<file path="config.mk">
export PLATFORM = sky130hd
export DESIGN_NAME = pwm_capt
export DESIGN_NICKNAME = d
export VERILOG_FILES = /design/src/rtl/pwm_capt_pkg.sv /design/src/rtl/pwm_capt_edge.sv /design/src/rtl/pwm_capt.sv
export SDC_FILE = /design/constraint.sdc
export NUM_CORES = 1
export LEC_CHECK = 0
export CAP_MARGIN = 10
export CORE_MARGIN = 2
export CORE_UTILIZATION = 57
export DETAILED_ROUTE_END_ITERATION = 12
export PLACE_DENSITY = 0.92
export SLEW_MARGIN = 10
export SYNTH_ARGS = -nofsm -noshare
export SYNTH_HDL_FRONTEND = slang
export SYNTH_HIERARCHICAL = 1
export SYNTH_SLANG_ARGS = --single-unit
export TNS_END_PERCENT = 5
</file>
<file path="constraint.sdc">
create_clock -name clk -period 7.5 [get_ports clk]
set_input_delay 2.25 -clock clk [delete_from_list [all_inputs] [get_ports clk]]
set_output_delay 2.25 -clock clk [all_outputs]
set_load 0.01 [all_outputs]
</file>
<file path="src/rtl/pwm_capt_pkg.sv">
// Shared definitions for the PWM capture block: FSM state encoding,
// status bit positions and the input synchronizer depth.
package pwm_capt_pkg;

  typedef enum logic [1:0] {
    IDLE = 2'd0,
    ARM  = 2'd1,
    HIGH = 2'd2,
    LOW  = 2'd3
  } state_e;

  localparam int VLD        = 0;
  localparam int OVF        = 1;
  localparam int SYNC_DEPTH = 2;

endpackage

</file>
<file path="src/rtl/pwm_capt_edge.sv">
// Input conditioning for pwm_capt: 2-flop synchronizer, optional glitch
// filter (compiled in with PWMCAPT_FILTER_EN) and rise/fall detection.
module pwmcapt_edge
  import pwm_capt_pkg::*;
(
  input  logic clk,
  input  logic arstz,
  input  logic pwm_i,
  output logic rise,
  output logic fall
);

  logic [SYNC_DEPTH-1:0] sync_q;
  logic                  pwm_s;
  logic                  pwm_d;

  // Bring the asynchronous PWM input into the clk domain.
  always_ff @(posedge clk or negedge arstz) begin
    if (!arstz) sync_q <= '0;
    else        sync_q <= {sync_q[SYNC_DEPTH-2:0], pwm_i};
  end

`ifdef PWMCAPT_FILTER_EN
  logic tap_q;
  logic filt_q;

  // Majority-of-all filter: the level only moves once two consecutive
  // synchronized samples agree, so single-clk pulses never reach pwm_s.
  always_ff @(posedge clk or negedge arstz) begin
    if (!arstz) begin
      tap_q  <= 1'b0;
      filt_q <= 1'b0;
    end else begin
      tap_q <= sync_q[SYNC_DEPTH-1];
      if (sync_q[SYNC_DEPTH-1] && tap_q)        filt_q <= 1'b1;
      else if (!sync_q[SYNC_DEPTH-1] && !tap_q) filt_q <= 1'b0;
    end
  end

  assign pwm_s = filt_q;
`else
  assign pwm_s = sync_q[SYNC_DEPTH-1];
`endif

  // Delayed copy of the conditioned level for edge detection.
  always_ff @(posedge clk or negedge arstz) begin
    if (!arstz) pwm_d <= 1'b0;
    else        pwm_d <= pwm_s;
  end

  assign rise = pwm_s & ~pwm_d;
  assign fall = ~pwm_s & pwm_d;

endmodule

</file>
<file path="src/rtl/pwm_capt.sv">
// PWM capture: measures high time and rise-to-rise period in base-rate
// ticks, publishing results with W1C status bits and set-pulse IRQs.
// Optional glitch filter in the input path: define PWMCAPT_FILTER_EN.
module pwm_capt
  import pwm_capt_pkg::*;
#(
  parameter int CNT_W = 8
) (
  input  logic             clk,
  input  logic             arstz,
  input  logic             tick,
  input  logic             en,
  input  logic             pwm_i,
  input  logic [1:0]       clr,
  output logic [CNT_W-1:0] hi_cnt,
  output logic [CNT_W-1:0] per_cnt,
  output logic [1:0]       sta,
  output logic [1:0]       irq
);

  localparam logic [CNT_W-1:0] CNT_MAX = '1;

  state_e           state_q;
  state_e           state_d;
  logic [CNT_W-1:0] cnt_q;
  logic [CNT_W-1:0] cnt_d;
  logic [CNT_W-1:0] hi_lat_q;
  logic [CNT_W-1:0] tick_w;
  logic             rise;
  logic             fall;
  logic             sat;
  logic             done;
  logic             ovf_set;
  logic             lat_hi;
  logic [1:0]       set;

  pwmcapt_edge u_edge (
    .clk   (clk),
    .arstz (arstz),
    .pwm_i (pwm_i),
    .rise  (rise),
    .fall  (fall)
  );

  assign tick_w = {{(CNT_W-1){1'b0}}, tick};
  assign sat    = (cnt_q == CNT_MAX) && tick;

  // Measurement FSM and counter: saturation aborts the measurement ahead
  // of any edge, and dropping en discards whatever was being counted.
  always_comb begin
    state_d = state_q;
    cnt_d   = cnt_q;
    done    = 1'b0;
    ovf_set = 1'b0;
    lat_hi  = 1'b0;
    if (!en) begin
      state_d = IDLE;
      cnt_d   = '0;
    end else begin
      unique case (state_q)
        IDLE: begin
          state_d = ARM;
          cnt_d   = '0;
        end
        ARM: begin
          if (rise) begin
            state_d = HIGH;
            cnt_d   = tick_w;
          end
        end
        HIGH: begin
          if (sat) begin
            ovf_set = 1'b1;
            state_d = ARM;
            cnt_d   = '0;
          end else if (fall) begin
            lat_hi  = 1'b1;
            cnt_d   = cnt_q + tick_w;
            state_d = LOW;
          end else begin
            cnt_d = cnt_q + tick_w;
          end
        end
        LOW: begin
          if (sat) begin
            ovf_set = 1'b1;
            state_d = ARM;
            cnt_d   = '0;
          end else if (rise) begin
            done    = 1'b1;
            cnt_d   = tick_w;
            state_d = HIGH;
          end else begin
            cnt_d = cnt_q + tick_w;
          end
        end
        default: begin
          state_d = IDLE;
          cnt_d   = '0;
        end
      endcase
    end
  end

  // FSM state and running tick counter.
  always_ff @(posedge clk or negedge arstz) begin
    if (!arstz) begin
      state_q <= IDLE;
      cnt_q   <= '0;
    end else begin
      state_q <= state_d;
      cnt_q   <= cnt_d;
    end
  end

  // High time is held privately until the period closes, so hi_cnt and
  // per_cnt always describe the same PWM cycle.
  always_ff @(posedge clk or negedge arstz) begin
    if (!arstz) begin
      hi_lat_q <= '0;
      hi_cnt   <= '0;
      per_cnt  <= '0;
    end else begin
      if (lat_hi) hi_lat_q <= cnt_q;
      if (done) begin
        hi_cnt  <= hi_lat_q;
        per_cnt <= cnt_q;
      end
    end
  end

  assign set[VLD] = done;
  assign set[OVF] = ovf_set;
  assign irq      = set & ~sta;

  // Sticky status with write-one-to-clear; a clear wins over a same-cycle set.
  always_ff @(posedge clk or negedge arstz) begin
    if (!arstz) sta <= '0;
    else        sta <= ~clr & (sta | set);
  end

endmodule

</file>
==> results_dict.tcl <==
set metrics [dict create \
    finClkSkew_ns 0.01033 \
    outcome "complete, no violations" \
    fmax_mhz 153.0 \
    die_y_um 59.81 \
    crit_type "in -> out" \
    area_delta_synth_final_pct 16.63 \
    critPathCaptureType "primary output" \
    path_clk_slew_ns 0.10 \
    cts_buffers 5 \
    p_leak_nw 1.017 \
    cp_slowest_cell "clkdlybuf4s50_1" \
    ioPinCount 27 \
    path_max_fanout 7 \
    fin_crit_sh 0.8715 \
    layout-drive-gt1-share 0.2346 \
    critical-path-max-stage-delay_ns 0.54 \
    p_per_area_nw_per_um2 167.3 \
    dp_hpwl_um 2218 \
    synth-edff-count 0 \
    fin_tns_setup_ns 0 \
    final_common_cell "dfrtp_1" \
    h-tree-depth 2 \
    dominantRegCellSynth "dfrtp_1" \
    ir_drop_v 0.0001314 \
    hold_class "reg -> reg" \
    antenna_found_initial 0 \
    critPathMostFrequentCell "clkdlybuf4s50_1" \
    clock_latency_ns 0.35 \
    cts_setup_buffers 0 \
    viasPerCell 5.897 \
    rsz0062_at_grt "false" \
    cp_data_required_time_ns 5.25 \
    cts_resized 0 \
    yosys_warnings 6 \
    yosysSeqAreaShare 0.5497 \
    synth_nets 144 \
    drv_slew 0 \
    grt_max_degree 40 \
    start_util 0.5913 \
    gr-total-overflow 0 \
    dp.cells 188 \
    tightest_slew_ns 0.8427 \
    synth_seq_cells 39 \
    wl_per_cell_um 16.22 \
    cts_hold_buffers 0 \
    die_area_sq_um 3577 \
    numClockSinks 39 \
    gr-usage-all-layers 0.2061 \
    synth_area_sq_um 1775 \
    hold_viol_final 0 \
    clk_path_buf_depth 2 \
    cap_viol_max_count 0 \
    cts_tree "built" \
    drc 0 \
    fin_cells 195 \
    final_cell_mix "dfrtp_1, clkdlybuf4s50_1, mux2_4" \
    core_sq_um 3003 \
    setup_violations 0 \
    row_count 20 \
    fin_nets 171 \
    fillerInstances 220 \
    port_buffers 26 \
    synth-async-reset-ratio 1.000 \
    drtAntennaViolNets 0 \
    worstPathArrival_ns 4.29 \
    die_w_um 59.81 \
    grt_pass1_vias 1118 \
    dr.pass1.iters 4 \
    synthCells 135 \
    cp-start-kind "input pin" \
    gp_congestion 0.8762 \
    slew-limit-headroom 0.4382 \
    min_period_ns 6.536 \
    vias 1150 \
    syn_area_per_cell_sq_um 13.15 \
    antenna_cells 0 \
    first_iter_violations 41 \
    grt_pass1_wl_um 5223 \
    ys_types 35 \
    clock-root-buffer "clkbuf_4" \
    wirelength_um 3163 \
    crit_chain "clkdlybuf4s50_1 -> and4_1 -> and3_1 -> or3_1 -> nor2_1 -> clkdlybuf4s50_1" \
]
[per-layer routing]
layer	wire length, um	up-vias	track usage
met1	1397	560	0.2532
li1	-	531	-
met4	68	0	0.09524
met3	198	8	0.07359
met5	0	-	0
met2	1499	51	0.3245
[worst max-delay path, delay by kind of cell]
kind,cells,cell delay (ns)
simple gates,4,1.02
buf+inv,2,1.01
[report_power, final]
| group | leakage, nW | internal (mW) | switching [mW] | total, mW |
|---|---|---|---|---|
| combinational | 0.452 | 0.00916 | 0.0111 | 0.0202 |
| clock | 0.0341 | 0.0434 | 0.0663 | 0.110 |
| sequential | 0.531 | 0.213 | 0.00319 | 0.217 |
[Yosys cell counts (2+ instances only)]
library cell	number	share of area
nand2_1	6	0.013
mux2i_1	3	0.017
buf_6	3	0.019
clkbuf_1	3	0.0063
xor2_1	4	0.020
nand4_1	3	0.011
nor3_1	2	0.0056
ha_1	2	0.014
a21oi_1	7	0.020
nor2_1	9	0.019
mux2_2	8	0.051
o21ai_0	2	0.0056
and3_1	2	0.0070
nand3_1	3	0.0085
or3_1	2	0.0070
inv_1	4	0.0085
nor2b_1	2	0.0070
mux2_4	15	0.13
dfrtp_1	39	0.55
[sequential cells by signal, indices dropped and copies added, names as in the netlist]
name / count
cnt_q: 8
hi_cnt: 8
hi_lat_q: 8
per_cnt: 8
sta: 2
state_q: 2
u_edge/sync_q: 2
u_edge/pwm_d: 1
[logic make-up after synthesis]
group	count (synthesis)	share of synthesized area
buffers and inverters	11	0.04510
AO/OA/AOI/OAI	15	0.05356
XOR/XNOR	4	0.01973
multiplexers	26	0.1945
adder cells (fa/ha/maj)	2	0.01409
flip-flops	39	0.5497
AND/OR/NAND/NOR	38	0.1233
[per-stage QoR]
step	power, mW	setup slack, ns	hold slack (ns)	util	cell area [sq um]
floorplan	0.2296	1.712	0.3312	-	1775
global placement	0.2400	1.015	0.3454	0.6708	2014
detailed placement	0.2412	0.9653	0.3355	0.6708	2014
CTS	0.3487	0.9617	0.3692	0.6896	2071
global route	0.3604	0.8341	0.3782	0.6896	2071
finish	0.3465	0.9635	0.3626	0.6896	2071
[cell type report]
class / instances / area, sq um / share of cell area
well taps: 33 / 41.29 / 0.01994
clock inverters: 1 / 5.005 / 0.002417
multi-input cells: 85 / 719.4 / 0.3474
clock buffers: 6 / 51.30 / 0.02477
inverters: 4 / 15.01 / 0.007251
flip-flops and latches: 39 / 975.9 / 0.4713
repair buffers: 27 / 262.8 / 0.1269
[worst paths after layout]
check	start	end	slack (ns)	depth (start not counted)
max	tick	irq[0]	0.96	6
min	u_edge/sync_q[0]$_DFF_PN0_	u_edge/sync_q[1]$_DFF_PN0_	0.36	0
max reg2reg	cnt_q[4]$_DFFE_PN0P_	hi_cnt[4]$_DFFE_PN0P_	5.39	5
min reg2reg	u_edge/sync_q[0]$_DFF_PN0_	u_edge/sync_q[1]$_DFF_PN0_	0.36	0
max in group asynchronous	arstz	cnt_q[0]$_DFFE_PN0P_	4.98	1
min in group asynchronous	arstz	cnt_q[6]$_DFFE_PN0P_	1.99	1
Power figures use the tool's default switching activity.
==> RTL edit 1, RTL diff (same flow settings) <==
Register the output `irq`, cleared by the reset; this adds one clock of latency there. The other outputs are not delayed to match.
--- a/src/rtl/pwm_capt.sv
+++ b/src/rtl/pwm_capt.sv
@@ -131,7 +131,13 @@
 
   assign set[VLD] = done;
   assign set[OVF] = ovf_set;
-  assign irq      = set & ~sta;
+  always_ff @(posedge clk or negedge arstz) begin
+    if (!arstz) begin
+      irq <= '0;
+    end else begin
+      irq <= set & ~sta;
+    end
+  end
 
   // Sticky status with write-one-to-clear; a clear wins over a same-cycle set.
   always_ff @(posedge clk or negedge arstz) begin
Behaviour: not the same (Yosys sat finds a counterexample within 10 cycles, from zero or initial values and one cycle with arstz low).
==> RTL edit 1 against the unedited design <==
- cell count decreased by 0.51%
- critical path type is now in2reg
- via count increased by 2.8%
- total power decreased by 0.57%
- sequential cell count increased by 2
- count of clock-buffer cells in the layout decreased by 1
- synthesized area decreased by 1.1%
- setup slack improved by 2.5 ns
- cell area unchanged
- non-clock buffer count decreased by 1
- routed wire length increased by 4.2%
==> RTL edit 1: results (changes against the unedited design) <==
| Metric | Value |
|---|---|
| Status | complete, no violations (unchanged) |
| Layout cell share with drive strength beyond 1 | 0.224 (was 0.235) |
| Met1 wire length | 1310 µm (was 1400 µm) |
| CP peak stage delay | 0.78 ns (was 0.54 ns) |
| Place WS | 3.07 ns (was 0.965 ns) |
| First-pass GRT wire length | 5400 µm (was 5220 µm) |
| Met3 wire len | 199 µm (was 198 µm) |
| Leak | 0.000919 µW (was 0.00102 µW) |
| WP data arrival | 4.25 ns (was 4.29 ns) |
| Post-DP Area | 2030 µm² (was 2010 µm²) |
| Vias in the first global route | 1138 (was 1118) |
| DR vias | 1182 (was 1150) |
| CP max stage cell | a311oi_4 (was clkdlybuf4s50_1) |
| Fin Hold WS | 0.372 ns (was 0.363 ns) |
| # diodes | 0 (unchanged) |
| WL met2 | 1710 µm (was 1500 µm) |
| Crit path max fanout | 18 (was 7) |
| Synth Net Count | 143 (was 144) |
| Met2 Use GR | 0.347 (was 0.325) |
| Drt initial violations | 38 (was 41) |
| Fin crit share | 0.536 (was 0.872) |
| Synth top cells by count | dfrtp_1, mux2_2, nand2_1, nand3_1, nor2_1 (was dfrtp_1, mux2_4, nor2_1, mux2_2, a21oi_1) |
| Non-Filler Instances | 194 (was 195) |
| Cell count after synthesis | 134 (was 135) |
| Yosys cell types | 32 (was 35) |
| Worst vdd ir | 0.000121 V (was 0.000131 V) |
| R2R setup slack | 5.06 ns (was 5.39 ns) |
| Gp weighted congestion | 0.862 (was 0.876) |
| Post-layout instance area | 2070 µm² (unchanged) |
| Largest net degree at the start of global routing | 42 (was 40) |
| Met1 GRT Util | 0.260 (was 0.253) |
## RTL edit 1: power by group through the flow
stage	sequential, µW	combinational [µW]	clock [µW]
2_1_floorplan	231	8.98	0
3_3_place_gp	231	20.0	0
3_5_place_dp	231	20.9	0
4_1_cts	227	21.0	99.3
5_1_grt	228	23.4	108
6_report	227	20.7	96.6
## RTL edit 1: logic make-up (layout without fill, tap and decap cells)
logic type | Yosys count | count (layout) | share of synthesized area
adder cells (fa/ha/maj) | 2 | 2 | 0.0142
buffers and inverters | 6 | 33 | 0.0164
AO/OA/AOI/OAI | 19 | 19 | 0.0855
multiplexers | 26 | 26 | 0.165
flip-flops | 41 | 41 | 0.584
AND/OR/NAND/NOR | 40 | 40 | 0.135
## RTL edit 1: final timing paths
path	end	startpoint	cells past startpoint
worst min register to register	u_edge/sync_q[1]	u_edge/sync_q[0]	0
worst max register to register	per_cnt[0]	u_edge/sync_q[1]	4
max in group asynchronous	irq[0]	arstz	1
min in group asynchronous	u_edge/sync_q[0]	arstz	1
worst min-delay path	u_edge/sync_q[1]	u_edge/sync_q[0]	0
worst max-delay path	per_cnt[0]	en	4
## RTL edit 1: area by class of cell
cell class / count / area (µm²)
Multi-Input combinational cell: 87 / 702
Clock buffer: 5 / 37.5
Fill cell: 200 / 932
Tap cell: 33 / 41.3
Inverter: 1 / 3.75
Sequential cell: 41 / 1030
Clock inverter: 1 / 5.00
Timing Repair Buffer: 26 / 255
## RTL edit 1: worst max-delay path: cells and delay by family
family | cells | cell delay, ns
AOI/OAI and AO/OA | 1 | 0.78
and+or+nand+nor | 1 | 0.22
buffers and inverters | 1 | 0.57
muxes | 1 | 0.42
==> RTL edit 2, RTL diff (same settings) <==
Without the edit above. Add a define of `PWMCAPT_FILTER_EN`.
--- a/src/rtl/pwm_capt_edge.sv
+++ b/src/rtl/pwm_capt_edge.sv
@@ -1,5 +1,7 @@
 // Input conditioning for pwm_capt: 2-flop synchronizer, optional glitch
 // filter (compiled in with PWMCAPT_FILTER_EN) and rise/fall detection.
+`define PWMCAPT_FILTER_EN
+
 module pwmcapt_edge
   import pwm_capt_pkg::*;
 (
Formal check against the unedited RTL: not equivalent (a bounded check fails within 10 cycles, from zero or initial values and one cycle with arstz low).
==> RTL edit 2 against the unedited design <==
- clock power increased by 35%
- cell area increased by 5.7%
- via count increased by 2.8%
- global-route usage decreased by 0.37 points
- routed wire length increased by 1.8%
- sequential cell count increased by 2
- hold slack improved by 0.011 ns
- combinational power increased by 37%
- synthesized area increased by 4.2%
- total power increased by 18%
- setup slack got worse by 0.075 ns
- synthesized cell count increased by 3.0%
==> RTL edit 2: results (changes against the unedited design) <==
| Metric | Value |
|---|---|
| Status | complete, no violations (unchanged) |
| Postcts setup bufs | 0 (unchanged) |
| WL met2 | 1560 µm (was 1500 µm) |
| Worst vdd ir | 0.000136 V (was 0.000131 V) |
| Gp weighted congestion | 0.886 (was 0.876) |
| Detailed placement HPWL | 2250 µm (was 2220 µm) |
| Met1 wire length | 1440 µm (was 1400 µm) |
| Post-synthesis sequential area ratio | 0.554 (was 0.550) |
| Seq group | 231 µW (was 217 µW) |
| Place WS | 0.917 ns (was 0.965 ns) |
| Met2 Use GR | 0.329 (was 0.325) |
| Drt initial violations | 43 (was 41) |
| GRT met3 Usage | 0.0640 (was 0.0736) |
| Relative slew slack | 0.414 (was 0.438) |
| First-pass GRT wire length | 5380 µm (was 5220 µm) |
| Avg WL per Cell | 15.3 µm (was 16.2 µm) |
| YS warnings | 6 (unchanged) |
| Drt drc | 0 (unchanged) |
| Largest net degree at the start of global routing | 42 (was 40) |
| Synth top area cells | dfrtp_1, mux2_4, mux2_2, ha_1, a21oi_1 (was dfrtp_1, mux2_4, mux2_2, a21oi_1, xor2_1) |
| WP data arrival | 4.36 ns (was 4.29 ns) |
| Combinational power | 27.7 µW (was 20.2 µW) |
| Switching Share | 0.218 (was 0.232) |
| Clk pwr | 149 µW (was 110 µW) |
| Setup Skew | 0.00632 ns (was 0.0103 ns) |
| Leak | 0.00107 µW (was 0.00102 µW) |
| Synth top cells by count | dfrtp_1, mux2_4, nor2_1, mux2_2, a21oi_1 (unchanged) |
| Layout cell share with drive strength beyond 1 | 0.228 (was 0.235) |
| Yosys cell types | 34 (was 35) |
| Vias in the first global route | 1157 (was 1118) |
## RTL edit 2: cell families (layout without fill, tap and decap cells)
group / after synthesis / count (layout) / synth area share
AO/OA/AOI/OAI: 15 / 15 / 0.0514
XOR/XNOR: 4 / 4 / 0.0189
adder cells (fa/ha/maj): 3 / 3 / 0.0203
buffers and inverters: 11 / 39 / 0.0433
flip-flops: 41 / 41 / 0.554
multiplexers: 27 / 27 / 0.195
AND/OR/NAND/NOR: 38 / 38 / 0.117
## RTL edit 2: worst paths after layout
kind,from,to,slack (ns),cells after the start
worst min-delay path,u_edge/sync_q[0],u_edge/sync_q[1],0.37,0
worst min register to register,u_edge/sync_q[0],u_edge/sync_q[1],0.37,0
worst max register to register,cnt_q[3],hi_cnt[4],5.40,5
min in group asynchronous,arstz,sta[0],2.01,1
max in group asynchronous,arstz,cnt_q[7],4.95,1
worst max-delay path,tick,irq[0],0.89,6
## RTL edit 2: layout make-up
| cell class | count | area [µm²] |
|---|---|---|
| Clock buffer | 7 | 55.1 |
| Clock inverter | 1 | 30.0 |
| Fill cell | 239 | 890 |
| Tap cell | 44 | 55.1 |
| Timing Repair Buffer | 27 | 263 |
| Sequential cell | 41 | 1030 |
| Inverter | 4 | 15.0 |
| Multi-Input combinational cell | 87 | 744 |
## RTL edit 2: metrics by stage
stage / cells / hold WS, ns / instance area, µm² / utilization
floorplan: 139 / 0.331 / 1850 / -
global placement: 203 / 0.339 / 2100 / 0.683
detailed placement: 203 / 0.349 / 2100 / 0.683
CTS: 211 / 0.371 / 2190 / 0.711
global route: 211 / 0.379 / 2190 / 0.711
finish: 211 / 0.374 / 2190 / 0.711
## RTL edit 2: worst max-delay path: stages
cell             delay, ns
clkdlybuf4s50_1       0.49
and4_1                0.28
and3_1                0.23
or3_1                 0.46
nor2_1                0.11
clkdlybuf4s50_1       0.54
